`src/rtl/rc4_pkg.sv`:
```
// RC4 shared types: KSA state encoding, S-array depth and key bundle.
// Used by the key scheduler and its neighbours in the cracking pipeline.
package rc4_pkg;
  localparam int S_DEPTH   = 256;
  localparam int KEY_BYTES = 3;
  localparam int BYTE_W    = 8;

  typedef logic [KEY_BYTES-1:0][BYTE_W-1:0] key_t;

  // bit 4 is busy, bit 3 is finished; low bits tell busy states apart
  typedef enum logic [4:0] {
    IDLE   = 5'b0_0_000,
    DONE   = 5'b0_1_000,
    INIT   = 5'b1_0_000,
    READ_I = 5'b1_0_001,
    WAIT_I = 5'b1_0_010,
    CALC_J = 5'b1_0_011,
    READ_J = 5'b1_0_100,
    WAIT_J = 5'b1_0_101,
    SWAP_I = 5'b1_0_110,
    SWAP_J = 5'b1_0_111
  } ksa_state_t;
endpackage

```
`src/rtl/edge_detector.sv`:
```
// Rising-edge detector shared by the pipeline controllers.
// Output is combinational against the registered previous level.
module edge_detector (
  input  logic clk,
  input  logic reset,
  input  logic sig,
  output logic rise
);
  logic sig_q;

  always_ff @(posedge clk) begin
    if (reset) sig_q <= 1'b0;
    else       sig_q <= sig;
  end

  assign rise = sig & ~sig_q;
endmodule

```
`src/rtl/ksa_scheduler.sv`:
```
// RC4 key-scheduling stage: fills S with identity, then runs the
// KSA swap loop over the S-RAM, pulsing finished when S is ready.
module ksa_scheduler
  import rc4_pkg::*;
#(
  parameter int KEY_LENGTH = 3,
  parameter int RAM_WIDTH  = 8,
  parameter int ADDR_WIDTH = 8
) (
  input  logic                                 clk,
  input  logic                                 reset,
  input  logic                                 start,
  input  logic [KEY_LENGTH-1:0][RAM_WIDTH-1:0] key,
  input  logic [RAM_WIDTH-1:0]                 q,
  output logic [ADDR_WIDTH-1:0]                address,
  output logic [RAM_WIDTH-1:0]                 data,
  output logic                                 wren,
  output logic                                 busy,
  output logic                                 finished
);
  localparam int KW = (KEY_LENGTH > 1) ? $clog2(KEY_LENGTH) : 1;
  localparam logic [RAM_WIDTH-1:0] I_LAST = RAM_WIDTH'(S_DEPTH - 1);
  localparam logic [KW-1:0] K_LAST = KW'(KEY_LENGTH - 1);

  ksa_state_t state_q, state_d;
  logic [RAM_WIDTH-1:0] i_q, i_d;
  logic [RAM_WIDTH-1:0] j_q, j_d;
  logic [RAM_WIDTH-1:0] si_q, si_d;
  logic [RAM_WIDTH-1:0] kbyte;
  logic [KW-1:0] kidx_q, kidx_d;
  logic [KEY_LENGTH-1:0][RAM_WIDTH-1:0] key_q, key_d;
  logic start_sig;

  edge_detector u_start_edge (
    .clk  (clk),
    .reset(reset),
    .sig  (start),
    .rise (start_sig)
  );

  // kidx 0 selects the MS key byte
  always_comb begin
    kbyte = '0;
    for (int k = 0; k < KEY_LENGTH; k++) begin
      if (kidx_q == KW'(KEY_LENGTH - 1 - k)) kbyte = key_q[k];
    end
  end

  always_comb begin
    state_d = state_q;
    i_d     = i_q;
    j_d     = j_q;
    si_d    = si_q;
    kidx_d  = kidx_q;
    key_d   = key_q;
    unique case (state_q)
      IDLE: begin
        if (start_sig) begin
          state_d = INIT;
          i_d     = '0;
          j_d     = '0;
          kidx_d  = '0;
          key_d   = key;
        end
      end
      INIT: begin
        i_d = i_q + 1'b1;
        if (i_q == I_LAST) state_d = READ_I;
      end
      READ_I: state_d = WAIT_I;
      WAIT_I: state_d = CALC_J;
      CALC_J: begin
        si_d    = q;
        j_d     = j_q + q + kbyte;
        state_d = READ_J;
      end
      READ_J: state_d = WAIT_J;
      WAIT_J: state_d = SWAP_I;
      SWAP_I: state_d = SWAP_J;
      SWAP_J: begin
        if (i_q == I_LAST) begin
          state_d = DONE;
        end else begin
          i_d     = i_q + 1'b1;
          kidx_d  = (kidx_q == K_LAST) ? '0 : kidx_q + 1'b1;
          state_d = READ_I;
        end
      end
      DONE:    state_d = IDLE;
      default: state_d = IDLE;
    endcase
  end

  always_comb begin
    address = '0;
    data    = '0;
    wren    = 1'b0;
    unique case (state_q)
      INIT: begin
        address = ADDR_WIDTH'(i_q);
        data    = i_q;
        wren    = 1'b1;
      end
      READ_I, WAIT_I: address = ADDR_WIDTH'(i_q);
      READ_J, WAIT_J: address = ADDR_WIDTH'(j_q);
      SWAP_I: begin
        address = ADDR_WIDTH'(i_q);
        data    = q;
        wren    = 1'b1;
      end
      SWAP_J: begin
        address = ADDR_WIDTH'(j_q);
        data    = si_q;
        wren    = 1'b1;
      end
      default: ;
    endcase
  end

  assign busy     = state_q[4];
  assign finished = state_q[3];

  always_ff @(posedge clk) begin
    if (reset) begin
      state_q <= IDLE;
      i_q     <= '0;
      j_q     <= '0;
      si_q    <= '0;
      kidx_q  <= '0;
      key_q   <= '0;
    end else begin
      state_q <= state_d;
      i_q     <= i_d;
      j_q     <= j_d;
      si_q    <= si_d;
      kidx_q  <= kidx_d;
      key_q   <= key_d;
    end
  end
endmodule

```
`config.mk`:
```
export PLATFORM = sky130hd
export DESIGN_NAME = ksa_scheduler
export DESIGN_NICKNAME = d
export VERILOG_FILES = /design/src/rtl/rc4_pkg.sv /design/src/rtl/edge_detector.sv /design/src/rtl/ksa_scheduler.sv
export SDC_FILE = /design/constraint.sdc
export NUM_CORES = 1
export LEC_CHECK = 0
export BUFFER_PORTS_ARGS = -buffer_cell sky130_fd_sc_hd__buf_2
export CORE_UTILIZATION = 50
export CTS_CLUSTER_DIAMETER = 40
export DETAILED_ROUTE_END_ITERATION = 8
export GPL_TIMING_DRIVEN = 0
export PLACE_DENSITY = 0.69
export SLEW_MARGIN = 20
export SYNTH_ARGS = -nofsm -noshare
export SYNTH_HDL_FRONTEND = slang
export SYNTH_SLANG_ARGS = --single-unit
```
`constraint.sdc`:
```
create_clock -name clk -period 6.1 [get_ports clk]
set_input_delay 0.305 -clock clk [delete_from_list [all_inputs] [get_ports clk]]
set_output_delay 0.305 -clock clk [all_outputs]
set_load 0.01 [all_outputs]
```
==> flow_summary_export.csv <==
group,metric,value,unit
synthesis,synth-simple-area-share,0.244,
synthesis,synth_area,0.00305,mm²
synthesis,synth_edf_count,0,
synthesis,synth_xor_area_frac,0.0144,
sta,period_minus_slack,3.42,ns
synthesis,synth-adder-area-share,0.0812,
synthesis,yosysSeqAreaShare,0.368,
run_status,outcome,"complete, no violations",
route,vias_per_cell,5.60,
synthesis,synthArstFlopShare,0,
power_and_ir_drop,leakagePower,1.38,nW
power_and_ir_drop,swShare,0.296,
setup_path,regToRegEndpoint,"j_q[7]$_SDFFE_PP0P_",
sta,slew_violations,0,
power_and_ir_drop,pwr-share-clk,0.283,
global_route,grt_max_degree,18,
sta,rsz0062_at_grt,"no",
synthesis,synth_compound_area_frac,0.218,
setup_path,worstSetupPathType,"flop to flop",
route,wl_per_cell,14.8,µm
clocking,cts_buffer_depth,2,
clocking,clkLatencyLatePin,0.31,ns
setup_path,crit_start,"kidx_q[1]$_SDFFE_PP0P_",
floorplanning,start_util,0.518,
synthesis,synth_fp_nets,434,
placement,io_buffers,52,
setup_path,r2r_cells,14,
clocking,post_cts_buffers,0,
setup_path,rrSetupSlack,2.68,ns
route,ant_nets,0,
floorplanning,die_y,80.1,µm
setup_path,max_stage_delay,0.52,ns
setup_path,regToRegStartpoint,"kidx_q[1]$_SDFFE_PP0P_",
route,drc_errors,0,
finish,drive_gt1_frac,0.167,
floorplanning,die_x,80.1,µm
setup_path,cp_max_fo,10,
global_route,overflow,0,
synthesis,ys_ff_latch,56,
route,num_vias,2908,
power_and_ir_drop,ir_drop,0.000149,V
floorplanning,rows,28,
synthesis,ys.flop_type,"dfxtp_1",
floorplanning,fp.coreArea,0.00589,mm²
setup_path,cp.depth,14,
global_route,grt_antenna_before_repair,0,
setup_path,crit_path_start_kind,"flop",
power_and_ir_drop,p_switching,0.000214,W
sta,fin_crit_sh,0.560,
clocking,cts_tree,"yes",
flow_run,max-cap-violations,0,
global_route,grt_first_pass_wirelength,12.8,mm
sta,clock_skew,0.00796,ns
setup_path,cpMaxStageDelayCell,"buf_1",
sta,timing.final.ws_setup,2.68,ns
setup_path,cp_cell_sequence,"buf_1 > nor2b_1 > clkbuf_1 > nand2_1 > o21ai_0 > fa_1 > ha_1 > inv_1 > fa_1 > nor2b_1 > o31ai_1 > a21oi_1 > or4_1 > nand3_1",
global_route,grt_usage,0.260,
clocking,htreeDepth,2,
synthesis,muxShareOfSynthArea,0.0328,
synthesis,yosysWarnings,0,
setup_path,cp-end-kind,"flop",
synthesis,synth.avg_cell_area,7.94,µm²
synthesis,ys_types,49,
clocking,post_cts_resized,0,
hold_path,hp-class,"primary input to flop",
floorplanning,io_pins,54,
sta,setup_viol,0,
sta,finalHoldViolCount,0,
placement,gp_congestion,0.856,
sta,fmaxAchievable,293,MHz
route,dr.pass1.iters,4,
setup_path,crit_buf_inv,3,
power_and_ir_drop,internal_power,0.000509,W
clocking,ctsHoldBuffers,0,
sta,relSlewSlack,0.392,
synthesis,synth_top_family_by_area,"simple AND/OR/NAND/NOR gates",
setup_path,path_delay_family,"adder cells",
global_route,grt_pass1_vias,2702,
setup_path,crit_end,"j_q[7]$_SDFFE_PP0P_",
clocking,path_clk_slew,0.10,ns
finish,area_delta_synth_final,14.5,%
power_and_ir_drop,seqPwrFrac,0.538,
sta,worst_pin_slew,0.905,ns
sta,tns,0,ns
floorplanning,die_area,0.00641,mm²
route,wl,7.70,mm
placement,preCtsSetupSlack,2.73,ns
setup_path,cp.arrival,3.67,ns
clocking,clock_sinks,56,
route,drtIter0Drc,171,
power_and_ir_drop,pwr-share-comb,0.179,
clocking,numCtsBuffers,5,
synthesis,syn-instance-count,384,
finish,antenna_cells,0,
clocking,clk_root_buffer_cell,"clkbuf_8",
setup_path,worstPathRequired,6.36,ns
finish,nets,493,
power_and_ir_drop,power_density,207,mW/mm²
placement,dpl.hpwl,5.85,mm
## power by group through the flow
stage	Combinational (W)	Sequential (W)	Clock (W)
floorplan	0.0000879	0.000395	0
global placement	0.000126	0.000397	0
detailed placement	0.000128	0.000397	0
CTS	0.000129	0.000389	0.000211
global route	0.000146	0.000391	0.000225
finish	0.000129	0.000389	0.000205
## synth_stat cells (2+ instances only)
master / instances / area share
nand2_1: 103 / 0.13
dfxtp_1: 56 / 0.37
a21oi_1: 46 / 0.076
clkbuf_1: 19 / 0.023
nor2_1: 18 / 0.022
nand3_1: 13 / 0.021
mux2i_1: 10 / 0.033
inv_1: 9 / 0.011
o21ai_0: 9 / 0.015
a22o_1: 8 / 0.023
a22oi_1: 8 / 0.020
fa_1: 8 / 0.053
ha_1: 7 / 0.029
a311oi_2: 6 / 0.030
nor3_1: 6 / 0.0098
nor2b_1: 5 / 0.010
and3_1: 4 / 0.0082
nand2b_1: 4 / 0.0082
xnor2_1: 4 / 0.011
a31oi_1: 3 / 0.0062
buf_2: 3 / 0.0049
o22ai_1: 3 / 0.0062
a211o_1: 2 / 0.0057
a221oi_1: 2 / 0.0057
buf_1: 2 / 0.0025
nand3b_1: 2 / 0.0049
or3_1: 2 / 0.0041
## worst min path at each step
stage,startpoint,to,slack [ns],cells after the start
3_5_place_dp,si_q[7]$_SDFFE_PP0P_,si_q[7]$_SDFFE_PP0P_,0.45,2
2_1_floorplan,start,u_start_edge.sig_q$_SDFF_PP0_,0.43,1
3_3_place_gp,si_q[4]$_SDFFE_PP0P_,si_q[4]$_SDFFE_PP0P_,0.44,2
4_1_cts,key[21],key_q[21]$_SDFFE_PP0P_,0.21,3
6_report,key[21],key_q[21]$_SDFFE_PP0P_,0.21,3
5_1_grt,key[15],key_q[15]$_SDFFE_PP0P_,0.22,3
## per-layer routing
layer / track usage / up-vias / wire length (µm)
met5: 0 / - / 0
met4: 0.0982 / 0 / 172
met3: 0.0443 / 13 / 390
met2: 0.442 / 85 / 3760
met1: 0.329 / 1359 / 3380
li1: - / 1451 / -
## cell families after synthesis
| kind of cell | after synthesis |
|---|---|
| compound gates | 98 |
| xor+xnor | 5 |
| fa+ha+maj | 15 |
| buf+inv | 33 |
| flops | 56 |
| mux | 10 |
| simple gates | 167 |
## flip-flops by register name, summed over array words and instances (netlist names)
name                flops
u_start_edge.sig_q      1
si_q                    8
j_q                     8
kidx_q                  2
key_q                  24
state_q                 5
i_q                     8
## layout make-up
cell class / instances / area [µm²]
Inverter: 9 / 33.8
Clock inverter: 2 / 16.3
Tap cell: 75 / 93.8
Multi-Input combinational cell: 295 / 1800
Timing Repair Buffer: 52 / 260
Buffer: 24 / 93.8
Fill cell: 593 / 2390
Clock buffer: 6 / 72.6
Sequential cell: 56 / 1120
## through the flow
| step | std cells | hold slack, ns | area [µm²] | util | total power, W |
|---|---|---|---|---|---|
| finish | 519 | 0.214 | 3490 | 0.593 | 0.000722 |
| global route | 519 | 0.221 | 3490 | 0.593 | 0.000762 |
| floorplan | 384 | 0.433 | 3050 | - | 0.000483 |
| detailed placement | 511 | 0.447 | 3400 | 0.578 | 0.000525 |
| CTS | 519 | 0.210 | 3490 | 0.593 | 0.000729 |
| global placement | 511 | 0.442 | 3400 | 0.578 | 0.000523 |
## cells in the final DEF, fill, tap and decap left out, drive strengths merged, types with 5 or more instances in the layout
| cell | instances |
|---|---|
| a311oi | 6 |
| mux2i | 10 |
| dfxtp | 56 |
| a22o | 8 |
| nor2b | 5 |
| clkbuf | 25 |
| nor2 | 18 |
| o21ai | 9 |
| nand3 | 13 |
| a22oi | 8 |
| nor3 | 7 |
| ha | 7 |
| a21oi | 46 |
| inv | 9 |
| nand2 | 104 |
| fa | 8 |
| buf | 57 |
## worst min-delay path: cells and delay by family
kind	cells	cell delay (ns)
AO/OA/AOI/OAI	1	0.05
buffers and inverters	1	0.10
AND/OR/NAND/NOR	1	0.04
No activity file was read; power rests on OpenSTA's default activity.
